--- src/rtl/fg_filter_pkg.sv ---
// Shared constants, types and helpers for the foreground-mask filter.
//   MODE_*      : filter operator selection
//   COORD_W     : pixel coordinate width
//   pix_ctl_t   : pipeline control payload (active flag + coordinates)
//   calc_cnt_w  : counter width able to hold a full frame of pixels
//   popcount9   : number of set taps in a 3x3 window
package fg_filter_pkg;

   localparam int unsigned MODE_ERODE    = 0;
   localparam int unsigned MODE_DILATE   = 1;
   localparam int unsigned MODE_MAJORITY = 2;

   localparam int unsigned COORD_W = 11;
   localparam int unsigned TAP_N   = 9;

   typedef struct packed {
      logic               active;
      logic [COORD_W-1:0] hpos;
      logic [COORD_W-1:0] vpos;
   } pix_ctl_t;

   // Smallest width whose all-ones value covers every pixel of a frame.
   function automatic int unsigned calc_cnt_w(input int unsigned pixels);
      return $clog2(pixels + 1);
   endfunction

   function automatic logic [3:0] popcount9(input logic [TAP_N-1:0] taps);
      logic [3:0] n;
      n = '0;
      for (int i = 0; i < TAP_N; i++) begin
         n = n + 4'(taps[i]);
      end
      return n;
   endfunction

endpackage

--- src/rtl/fg_mask_filter_if.sv ---
// Pixel stream bundle between the mask source, the filter and blob_analyzer.
//   in_*   : raw mask pixel (active qualifier, column, row, foreground bit)
//   out_*  : filtered pixel, end-of-frame pulse and per-frame foreground count
//   master : stream producer / result consumer
//   slave  : the filter itself
interface fg_mask_filter_if #(
   parameter int unsigned CNT_W = 19
) ();
   import fg_filter_pkg::*;

   logic               in_active_pix;
   logic [COORD_W-1:0] in_hpos;
   logic [COORD_W-1:0] in_vpos;
   logic               in_fg_px;

   logic               out_active_pix;
   logic [COORD_W-1:0] out_hpos;
   logic [COORD_W-1:0] out_vpos;
   logic               out_fg_px;
   logic               out_frame_done;
   logic [CNT_W-1:0]   out_fg_count;

   modport master (
      output in_active_pix, in_hpos, in_vpos, in_fg_px,
      input  out_active_pix, out_hpos, out_vpos, out_fg_px, out_frame_done, out_fg_count
   );

   modport slave (
      input  in_active_pix, in_hpos, in_vpos, in_fg_px,
      output out_active_pix, out_hpos, out_vpos, out_fg_px, out_frame_done, out_fg_count
   );

endinterface

--- src/rtl/fg_line_buffer.sv ---
// Two 1-bit x DEPTH line buffers holding the previous two mask rows.
//   i_clk  : clock
//   i_we   : write strobe (one accepted pixel)
//   i_addr : column index
//   i_din  : current-row foreground bit
//   o_row1 : row y-1 at i_addr (combinational read)
//   o_row2 : row y-2 at i_addr (combinational read)
// Contents are intentionally not reset; the consumer masks stale rows.
module fg_line_buffer #(
   parameter int unsigned DEPTH = 640,
   parameter int unsigned AW    = $clog2(DEPTH)
) (
   input  logic          i_clk,
   input  logic          i_we,
   input  logic [AW-1:0] i_addr,
   input  logic          i_din,
   output logic          o_row1,
   output logic          o_row2
);

   logic r_lb_a [DEPTH];
   logic r_lb_b [DEPTH];

   assign o_row1 = r_lb_a[i_addr];
   assign o_row2 = r_lb_b[i_addr];

   // Read-before-write: row y-1 cascades into row y-2 at the same column.
   always_ff @(posedge i_clk) begin
      if (i_we) begin
         r_lb_a[i_addr] <= i_din;
         r_lb_b[i_addr] <= r_lb_a[i_addr];
      end
   end

endmodule

--- src/rtl/fg_mask_filter.sv ---
// 3x3 binary morphological filter (erode / dilate / majority) on the
// foreground mask, feeding blob_analyzer, plus a per-frame count of
// filtered foreground pixels.
//   app_clk / app_rst : clock, synchronous active-high reset
//   pix_if.in_*       : raw mask stream
//   pix_if.out_*      : filtered stream, 2 cycles later, result for centre
//                       (x-1, y-1) reported at coordinate (x, y)
//   out_frame_done    : pulse the cycle after output pixel (H-1, V-1)
//   out_fg_count      : filtered foreground count of the last full frame
module fg_mask_filter
   import fg_filter_pkg::*;
#(
   parameter int unsigned H_ACTIVE = 640,
   parameter int unsigned V_ACTIVE = 480,
   parameter int unsigned MODE     = MODE_ERODE,
   parameter int unsigned THRESH   = 5,
   parameter int unsigned CNT_W    = calc_cnt_w(H_ACTIVE * V_ACTIVE)
) (
   input  logic             app_clk,
   input  logic             app_rst,
   fg_mask_filter_if.slave  pix_if
);

   localparam int unsigned        LB_AW   = $clog2(H_ACTIVE);
   localparam logic [CNT_W-1:0]   CNT_MAX = '1;
   localparam logic [COORD_W-1:0] H_LAST  = COORD_W'(H_ACTIVE - 1);
   localparam logic [COORD_W-1:0] V_LAST  = COORD_W'(V_ACTIVE - 1);

   logic w_accept;
   logic w_lb_row1;
   logic w_lb_row2;

   // Out-of-range columns are dropped so they never touch buffers or window.
   assign w_accept = pix_if.in_active_pix && (pix_if.in_hpos < COORD_W'(H_ACTIVE));

   fg_line_buffer #(
      .DEPTH (H_ACTIVE),
      .AW    (LB_AW)
   ) u_line_buffer (
      .i_clk  (app_clk),
      .i_we   (w_accept),
      .i_addr (LB_AW'(pix_if.in_hpos)),
      .i_din  (pix_if.in_fg_px),
      .o_row1 (w_lb_row1),
      .o_row2 (w_lb_row2)
   );

   // Stage 1: window shift. Column bit 0 = row y, bit 1 = y-1, bit 2 = y-2.
   pix_ctl_t   r_s1;
   logic [2:0] r_col0;
   logic [2:0] r_col1;
   logic [2:0] r_col2;

   always_ff @(posedge app_clk) begin
      if (app_rst) begin
         r_s1   <= '0;
         r_col0 <= '0;
         r_col1 <= '0;
         r_col2 <= '0;
      end else begin
         r_s1.active <= w_accept;
         r_s1.hpos   <= pix_if.in_hpos;
         r_s1.vpos   <= pix_if.in_vpos;
         if (w_accept) begin
            r_col2 <= r_col1;
            r_col1 <= r_col0;
            r_col0 <= {w_lb_row2, w_lb_row1, pix_if.in_fg_px};
         end
      end
   end

   // Zero padding from the newest pixel's coordinates; this also hides stale
   // line-buffer rows and the window wrapping from the previous line.
   logic [2:0]       w_row_mask;
   logic [TAP_N-1:0] w_taps;
   logic [3:0]       w_pop;
   logic             w_filt;

   always_comb begin
      w_row_mask = {r_s1.vpos >= COORD_W'(2), r_s1.vpos >= COORD_W'(1), 1'b1};
      w_taps     = '0;
      w_taps[2:0] = r_col0 & w_row_mask;
      if (r_s1.hpos >= COORD_W'(1)) begin
         w_taps[5:3] = r_col1 & w_row_mask;
      end
      if (r_s1.hpos >= COORD_W'(2)) begin
         w_taps[8:6] = r_col2 & w_row_mask;
      end
      w_pop = popcount9(w_taps);
      if (MODE == MODE_DILATE) begin
         w_filt = |w_taps;
      end else if (MODE == MODE_MAJORITY) begin
         w_filt = (w_pop >= 4'(THRESH));
      end else begin
         w_filt = &w_taps;
      end
   end

   // Stage 2: registered outputs.
   pix_ctl_t r_out;
   logic     r_out_fg;

   always_ff @(posedge app_clk) begin
      if (app_rst) begin
         r_out    <= '0;
         r_out_fg <= 1'b0;
      end else begin
         r_out    <= r_s1;
         r_out_fg <= r_s1.active & w_filt;
      end
   end

   // Frame accumulator; the last pixel's contribution is folded into the load.
   logic             w_last;
   logic             w_inc;
   logic [CNT_W-1:0] w_acc_next;
   logic [CNT_W-1:0] r_acc;
   logic [CNT_W-1:0] r_fg_count;
   logic             r_frame_done;

   assign w_last     = r_out.active && (r_out.hpos == H_LAST) && (r_out.vpos == V_LAST);
   assign w_inc      = r_out.active & r_out_fg;
   assign w_acc_next = (w_inc && (r_acc != CNT_MAX)) ? r_acc + CNT_W'(1) : r_acc;

   always_ff @(posedge app_clk) begin
      if (app_rst) begin
         r_acc        <= '0;
         r_fg_count   <= '0;
         r_frame_done <= 1'b0;
      end else begin
         r_frame_done <= w_last;
         if (w_last) begin
            r_fg_count <= w_acc_next;
            r_acc      <= '0;
         end else begin
            r_acc <= w_acc_next;
         end
      end
   end

   assign pix_if.out_active_pix = r_out.active;
   assign pix_if.out_hpos       = r_out.hpos;
   assign pix_if.out_vpos       = r_out.vpos;
   assign pix_if.out_fg_px      = r_out_fg;
   assign pix_if.out_frame_done = r_frame_done;
   assign pix_if.out_fg_count   = r_fg_count;

endmodule

--- src/flat_wrapper.sv ---
// flat-port wrapper written by rule: the top's interface ports become plain ports
module fg_mask_filter_flat import fg_filter_pkg::*;
#(
   parameter int unsigned H_ACTIVE = 640,
   parameter int unsigned V_ACTIVE = 480,
   parameter int unsigned MODE     = MODE_ERODE,
   parameter int unsigned THRESH   = 5,
   parameter int unsigned CNT_W    = calc_cnt_w(H_ACTIVE * V_ACTIVE)
)
  (app_clk, app_rst, pix_if_in_active_pix, pix_if_in_hpos, pix_if_in_vpos, pix_if_in_fg_px, pix_if_out_active_pix, pix_if_out_hpos, pix_if_out_vpos, pix_if_out_fg_px, pix_if_out_frame_done, pix_if_out_fg_count);
  fg_mask_filter_if #(.CNT_W(CNT_W)) pix_if_i ();
  input  logic app_clk;
  input  logic app_rst;
  input wire logic [$bits(pix_if_i.in_active_pix)-1:0] pix_if_in_active_pix;
  input wire logic [$bits(pix_if_i.in_hpos)-1:0] pix_if_in_hpos;
  input wire logic [$bits(pix_if_i.in_vpos)-1:0] pix_if_in_vpos;
  input wire logic [$bits(pix_if_i.in_fg_px)-1:0] pix_if_in_fg_px;
  output wire logic [$bits(pix_if_i.out_active_pix)-1:0] pix_if_out_active_pix;
  output wire logic [$bits(pix_if_i.out_hpos)-1:0] pix_if_out_hpos;
  output wire logic [$bits(pix_if_i.out_vpos)-1:0] pix_if_out_vpos;
  output wire logic [$bits(pix_if_i.out_fg_px)-1:0] pix_if_out_fg_px;
  output wire logic [$bits(pix_if_i.out_frame_done)-1:0] pix_if_out_frame_done;
  output wire logic [$bits(pix_if_i.out_fg_count)-1:0] pix_if_out_fg_count;
  assign pix_if_i.in_active_pix = pix_if_in_active_pix;
  assign pix_if_i.in_hpos = pix_if_in_hpos;
  assign pix_if_i.in_vpos = pix_if_in_vpos;
  assign pix_if_i.in_fg_px = pix_if_in_fg_px;
  assign pix_if_out_active_pix = pix_if_i.out_active_pix;
  assign pix_if_out_hpos = pix_if_i.out_hpos;
  assign pix_if_out_vpos = pix_if_i.out_vpos;
  assign pix_if_out_fg_px = pix_if_i.out_fg_px;
  assign pix_if_out_frame_done = pix_if_i.out_frame_done;
  assign pix_if_out_fg_count = pix_if_i.out_fg_count;
  fg_mask_filter #(.H_ACTIVE(H_ACTIVE), .V_ACTIVE(V_ACTIVE), .MODE(MODE), .THRESH(THRESH), .CNT_W(CNT_W)) u_core (.app_clk(app_clk), .app_rst(app_rst), .pix_if(pix_if_i));
endmodule
--- config.mk ---
export PLATFORM = sky130hd
export DESIGN_NAME = fg_mask_filter_flat
export DESIGN_NICKNAME = d
export VERILOG_FILES = /design/src/rtl/fg_filter_pkg.sv /design/src/rtl/fg_mask_filter_if.sv /design/src/rtl/fg_line_buffer.sv /design/src/rtl/fg_mask_filter.sv /design/src/flat_wrapper.sv
export SDC_FILE = /design/constraint.sdc
export NUM_CORES = 2
export LEC_CHECK = 0
export ABC_AREA = 1
export BUFFER_PORTS_ARGS = -buffer_cell sky130_fd_sc_hd__buf_2
export CORE_MARGIN = 2
export CORE_UTILIZATION = 34
export DETAILED_ROUTE_END_ITERATION = 8
export MAX_ROUTING_LAYER = met4
export SYNTH_ARGS = -nofsm -noshare
export SYNTH_HDL_FRONTEND = slang
export SYNTH_SLANG_ARGS = --single-unit
--- constraint.sdc ---
create_clock -name app_clk -period 28.7 [get_ports app_clk]
set_clock_uncertainty 0.05 [all_clocks]
set_input_delay 5.74 -clock app_clk [delete_from_list [all_inputs] [get_ports app_clk]]
set_output_delay 5.74 -clock app_clk [all_outputs]
set_load 0.05 [all_outputs]
### Yosys cells after proc, flatten, opt, wreduce, memory -nomap -nowiden

Memories as Yosys holds them, arrays and structs flattened. A register that Yosys moved wholly into a read port is not among the register bits.
Cells that the tools add are included.

| cells by class | value |
|---|---|
| $lt $le $gt $ge | 5 |
| eq/ne operators | 3 |
| shift operators | 0 |
| reduce and logical (&&, ||, !) cells | 6 |
| div/mod/pow operators | 0 |
| $add $sub $neg | 1 |
| mux-type cells | 5 |
| multiply operators | 0 |
| bitwise logic cells | 5 |

Operators by type and width:

| cell | count |
|---|---|
| $ge A11 B1 Y1 const B | 2 |
| $ge A11 B2 Y1 const B | 2 |
| $add A19 B1 Y19 const B | 1 |
| $mux W19 | 1 |
| $ne A19 B19 Y1 const B | 1 |
| $eq A11 B10 Y1 const B | 1 |
| $eq A11 B9 Y1 const B | 1 |
| $lt A11 B10 Y1 const B | 1 |
| $and A3 B3 Y3 | 3 |
| $reduce_and A9 Y1 | 1 |
| $mux W3 | 2 |
| $logic_and A1 B1 Y1 | 4 |
| $and A1 B1 Y1 | 2 |
| $mux W1 | 2 |
| $reduce_or A2 Y1 | 1 |

| word-level totals | value |
|---|---|
| bits in writable memories | 1280 |
| register bits after elaboration | 95 |
| latch bits | 0 |
| bits of input ports | 26 |
| memory bits (read-only) | 0 |
| word-level logic and storage cells | 40 |
| memories kept | 2 |
| output and inout port bits | 44 |

Memories:

| memory | depth | width | rd ports | clocked after Yosys merged registers in | write ports | line | RTL |
|---|---|---|---|---|---|---|---|
| u_core.u_line_buffer.r_lb_a | 640 | 1 | 1 | 0 | 1 | fg_line_buffer.sv:21 | `logic r_lb_a [DEPTH];` |
| u_core.u_line_buffer.r_lb_b | 640 | 1 | 1 | 1 | 1 | fg_line_buffer.sv:22 | `logic r_lb_b [DEPTH];` |

### Logic depth before layout (Yosys ltp)

| depth | value |
|---|---|
| word-level depth | 5 |
| gate-level depth with buffers | 20 |
| mapped depth without buffers | 17 |

### By module

A second synthesis with hierarchy kept.

| unflattened totals | value |
|---|---|
| cell total of the unflattened synthesis | 5540 |
| area, all modules | 57146.1 sq um |

Modules (own cells, without submodules):

| module | times used | cells an instance | area an instance (sq um) |
|---|---|---|---|
| fg_line_buffer | 1 | 5065 | 53545.1 |
| fg_mask_filter | 1 | 475 | 3601.0 |

### Least setup slack after synthesis

No wires, ideal clock.

| path | value |
|---|---|
| kind | input to register |
| from | in pix_if_in_hpos[2] |
| to | mem u_core.u_line_buffer.r_lb_b[0], data pin |
| stages | 14 |
| buffers on the path | 2 |
| data required time | 26.887 ns |
| setup slack | 12.379 ns |
| arrival time | 14.508 ns |
| cells stage by stage | buf_4 > inv_2 > nor3_4 > buf_2 > nand2_1 > nand2_1 > nor2_1 > nand2_1 > nand2_1 > nand2_1 > nor2_1 > nor2_1 > nor2_2 > nand2_1 |

| on the way | value |
|---|---|
| longest elaborated chain between the ends | 1 |

Ends and longest elaborated chain:

| item | line | RTL |
|---|---|---|
| from (decl) | flat_wrapper.sv:15 | `input wire logic [$bits(pix_if_i.in_hpos)-1:0] pix_if_in_hpos;` |
| $mem_v2 Z640 W1 | - |  |
| named net u_core.u_line_buffer.o_row1 | fg_line_buffer.sv:17 | `output logic o_row1,` |
| to (decl) | fg_line_buffer.sv:22 |  |

The timed path passes the listed nets, and every way through them passes these cells.

### Final worst setup path

| path | value |
|---|---|
| from | in pix_if_in_hpos[1] |
| to | mem u_core.u_line_buffer.r_lb_b[8], data pin |

Same word-level chain as after synthesis.

==> out/metrics.cfg <==
[cts]
cts.sinks=1375
cts_tree=built
ctsLongestPathBuffers=3
path_clk_slew_ps=50
clkLatencyLatePin_ps=790
htree_levels=4
cts-buffers-inserted=144
cts-resized-gates=0
cts_root_buf=clkbuf_16
post_cts_buffers=0
cts_hold_buf=0

[pwr]
power_leakage_nw=22.8
comb_power_share_pct=5.3
power.share.clock_pct=43.3
pwr-share-seq_pct=51.4
power_switching_mw=0.973
swShare_pct=22.4
p_per_area_nw_per_um2=68.4
cell_internal_pwr_mw=3.37
ir_drop_mv=0.0634

[die]
ios=70
coreArea_sq_um=165000
die_w_um=411
die_area_sq_um=169000
row_count=149
start_util_pct=34.2
dieHeight_um=411

[placed_design]
gp_congestion=0.844
dp_hpwl_um=88600
placed_area_sq_um=58800
io_buffers=69

[routing]
drt_first_pass_iters=6
routed_via_density=5.22
avgRoutedWirePerCell_um=22.5
ant_nets=0
drtIter0Drc=4538
via_count=38789
drc=0
routed_wl_um=167000

[synth]
ys.flop_type=edfxtp_1
yosysMostFrequentCell=nand2_1
ys_ff_latch=1375
syn-num-nets=5143
synth_edf_count=1280
ys_types=34
netlist_top_cells_area=edfxtp_1 (68%), nand2_1 (13%), nor2_1 (5.4%)
ys_top_cells_by_count=nand2_1 (1949), edfxtp_1 (1280), nor2_1 (804)
syn_area_per_cell_sq_um=11.0
synthCells=5116
synth_top_area_cell=edfxtp_1
synth-warning-count=0
ys_seq_area_share_pct=71.7
yosysTopAreaCellShare_pct=68.3
async_flop_share_pct=0
netlist_area_sq_um=56300

[setup_path]
slowest_stage=buf_4
crit_type=in2reg
required_ps=29080
path_cells=buf_4 -> inv_4 -> nor2_4 -> buf_4 -> buf_12 -> buf_4 -> nand2_1 -> nand3_1 -> nand2_1 -> nand2_1 -> nor2_1 -> nand2_1 -> nand2_1 -> nand2_1 -> nor2_1 -> nand2_1 -> nand3_1 -> nand2_4 -> buf_4 -> buf_4
path_max_fanout=138
startpoint_type=input port
arrival_ps=12610
r2r_slack_ps=23850
r2r_cells=14
max_stage_delay_ps=900
worstSetupEndpointType=flop
cpMostUsedCell=nand2_1
r2r_end=u_core.u_line_buffer.r_lb_b[8]$_DFFE_PP_
crit_start=pix_if_in_hpos[1]
r2r_start=u_core.u_line_buffer.r_lb_a[377]$_DFFE_PP_

[hold_path]
hold_class=reg2reg
hold_path_end=u_core.pix_if.out_hpos[0]$_SDFF_PP0_
min_from=u_core.r_s1[11]$_SDFF_PP0_
hold_depth=2

[global_routing]
gr-usage-all-layers_pct=20.0
antenna_found_initial=3
grt_overflow_total=0
grt_max_degree=235
grt_pass1_wl_um=245000
grt_pass1_vias=38041

[final_layout]
fin_util_pct=38.6
syn2layout_area_growth_pct=12.9
multi_input_area_sq_um=14100
n_fill_cell=15853
final_nets=5147
finalInstanceArea_sq_um=63500
drive_above_1_share_pct=8.00
ff_latch_area_sq_um=40300

[outcome]
status=finished, final reports clean

[timing]
finalSetupTns_ps=0
period_share_pct=42.6
setup_viol=0
tightestPinTransition_ps=1370
fmax_mhz=81.7
hold_viol=0
drv_slew=0
rsz0062_at_grt=no
whs_ps=355
maxSlewHeadroom_pct=8.43
min_period_ps=12240

[run]
maxCapViolCount=0

## power groups by stage
stage | sequential, mW | clock, mW | combinational [mW]
floorplan | 2.32 | 0 | 0.124
global placement | 2.27 | 0 | 0.227
detailed placement | 2.27 | 0 | 0.228
CTS | 2.23 | 1.90 | 0.228
global route | 2.23 | 1.98 | 0.248
finish | 2.23 | 1.88 | 0.230
## worst max-delay path by stage
stage / end / slack (ps) / cells after the start
2_1_floorplan: u_core.u_line_buffer.r_lb_b[0]$_DFFE_PP_ / 12380 / 14
3_3_place_gp: u_core.u_line_buffer.r_lb_b[11]$_DFFE_PP_ / 15790 / 20
3_5_place_dp: u_core.u_line_buffer.r_lb_b[10]$_DFFE_PP_ / 15730 / 20
4_1_cts: u_core.u_line_buffer.r_lb_b[8]$_DFFE_PP_ / 16520 / 20
5_1_grt: u_core.u_line_buffer.r_lb_b[8]$_DFFE_PP_ / 16060 / 20
6_report: u_core.u_line_buffer.r_lb_b[8]$_DFFE_PP_ / 16460 / 20
## metal layers
metal  GRT usage [%]  part of all wire, %  wire length [um]  vias up
li1                -                    -                 -    17380
met1            25.6                   40             67500    19261
met2            32.1                   47             79200     1842
met3            3.66                  8.9             14900      306
met4            6.89                  3.2              5330        0
met5               -                    0                 0        -
## worst max-delay path: cells and delay by family
family | cells | cell delay, ps
buf+inv | 7 | 4500
simple gates | 13 | 2020
## sequential cells by signal (all words and copies together) (netlist names)
name	count
u_core.r_col0	3
u_core.pix_if.out_hpos	11
u_core.pix_if.out_frame_done	1
u_core.r_col2	3
u_core.u_line_buffer.r_lb_a	640
u_core.pix_if.out_fg_px	1
u_core.pix_if.out_fg_count	19
u_core.r_acc	19
u_core.r_s1	23
u_core.pix_if.out_vpos	11
u_core.pix_if.out_active_pix	1
u_core.u_line_buffer.r_lb_b	640
u_core.r_col1	3
## logic make-up after synthesis
family          after synthesis  synth area share (%)
simple gates               3039                  21.5
flops                      1375                  71.7
buf+inv                     419                  3.49
compound gates              264                  3.07
xor+xnor                     17                 0.265
mux                           1                0.0178
fa+ha+maj                     1                0.0222
## cell type report
type,instances,area share [%]
Antenna cell,1,0.00394
Clock buffer,183,6.13
Clock inverter,79,1.34
Inverter,115,0.715
Multi-Input combinational cell,3322,22.2
Sequential cell,1375,63.5
Tap cell,2189,4.31
Timing Repair Buffer,162,1.77
## cell usage in the layout, fill, tap and decap left out, types with 36 or more instances in the layout
cell type  count
edfxtp_1    1280
nor3_1        36
inv_1        104
nand4_1      148
clkbuf_16    150
a22oi_1      160
buf_2         66
nor2_1       804
a21oi_1       39
nand3_1       52
buf_4         89
dfxtp_1       95
nand2_1     1948
## metrics by stage
step / cells / power (mW) / worst slack (ps)
final: 7426 / 4.34 / 16460
after global routing: 7425 / 4.46 / 16060
after CTS: 7425 / 4.36 / 16520
after detailed placement: 7163 / 2.50 / 15730
after global placement: 7163 / 2.50 / 15790
after floorplan: 5116 / 2.44 / 12380
No activity file was read; power rests on OpenSTA's default activity.
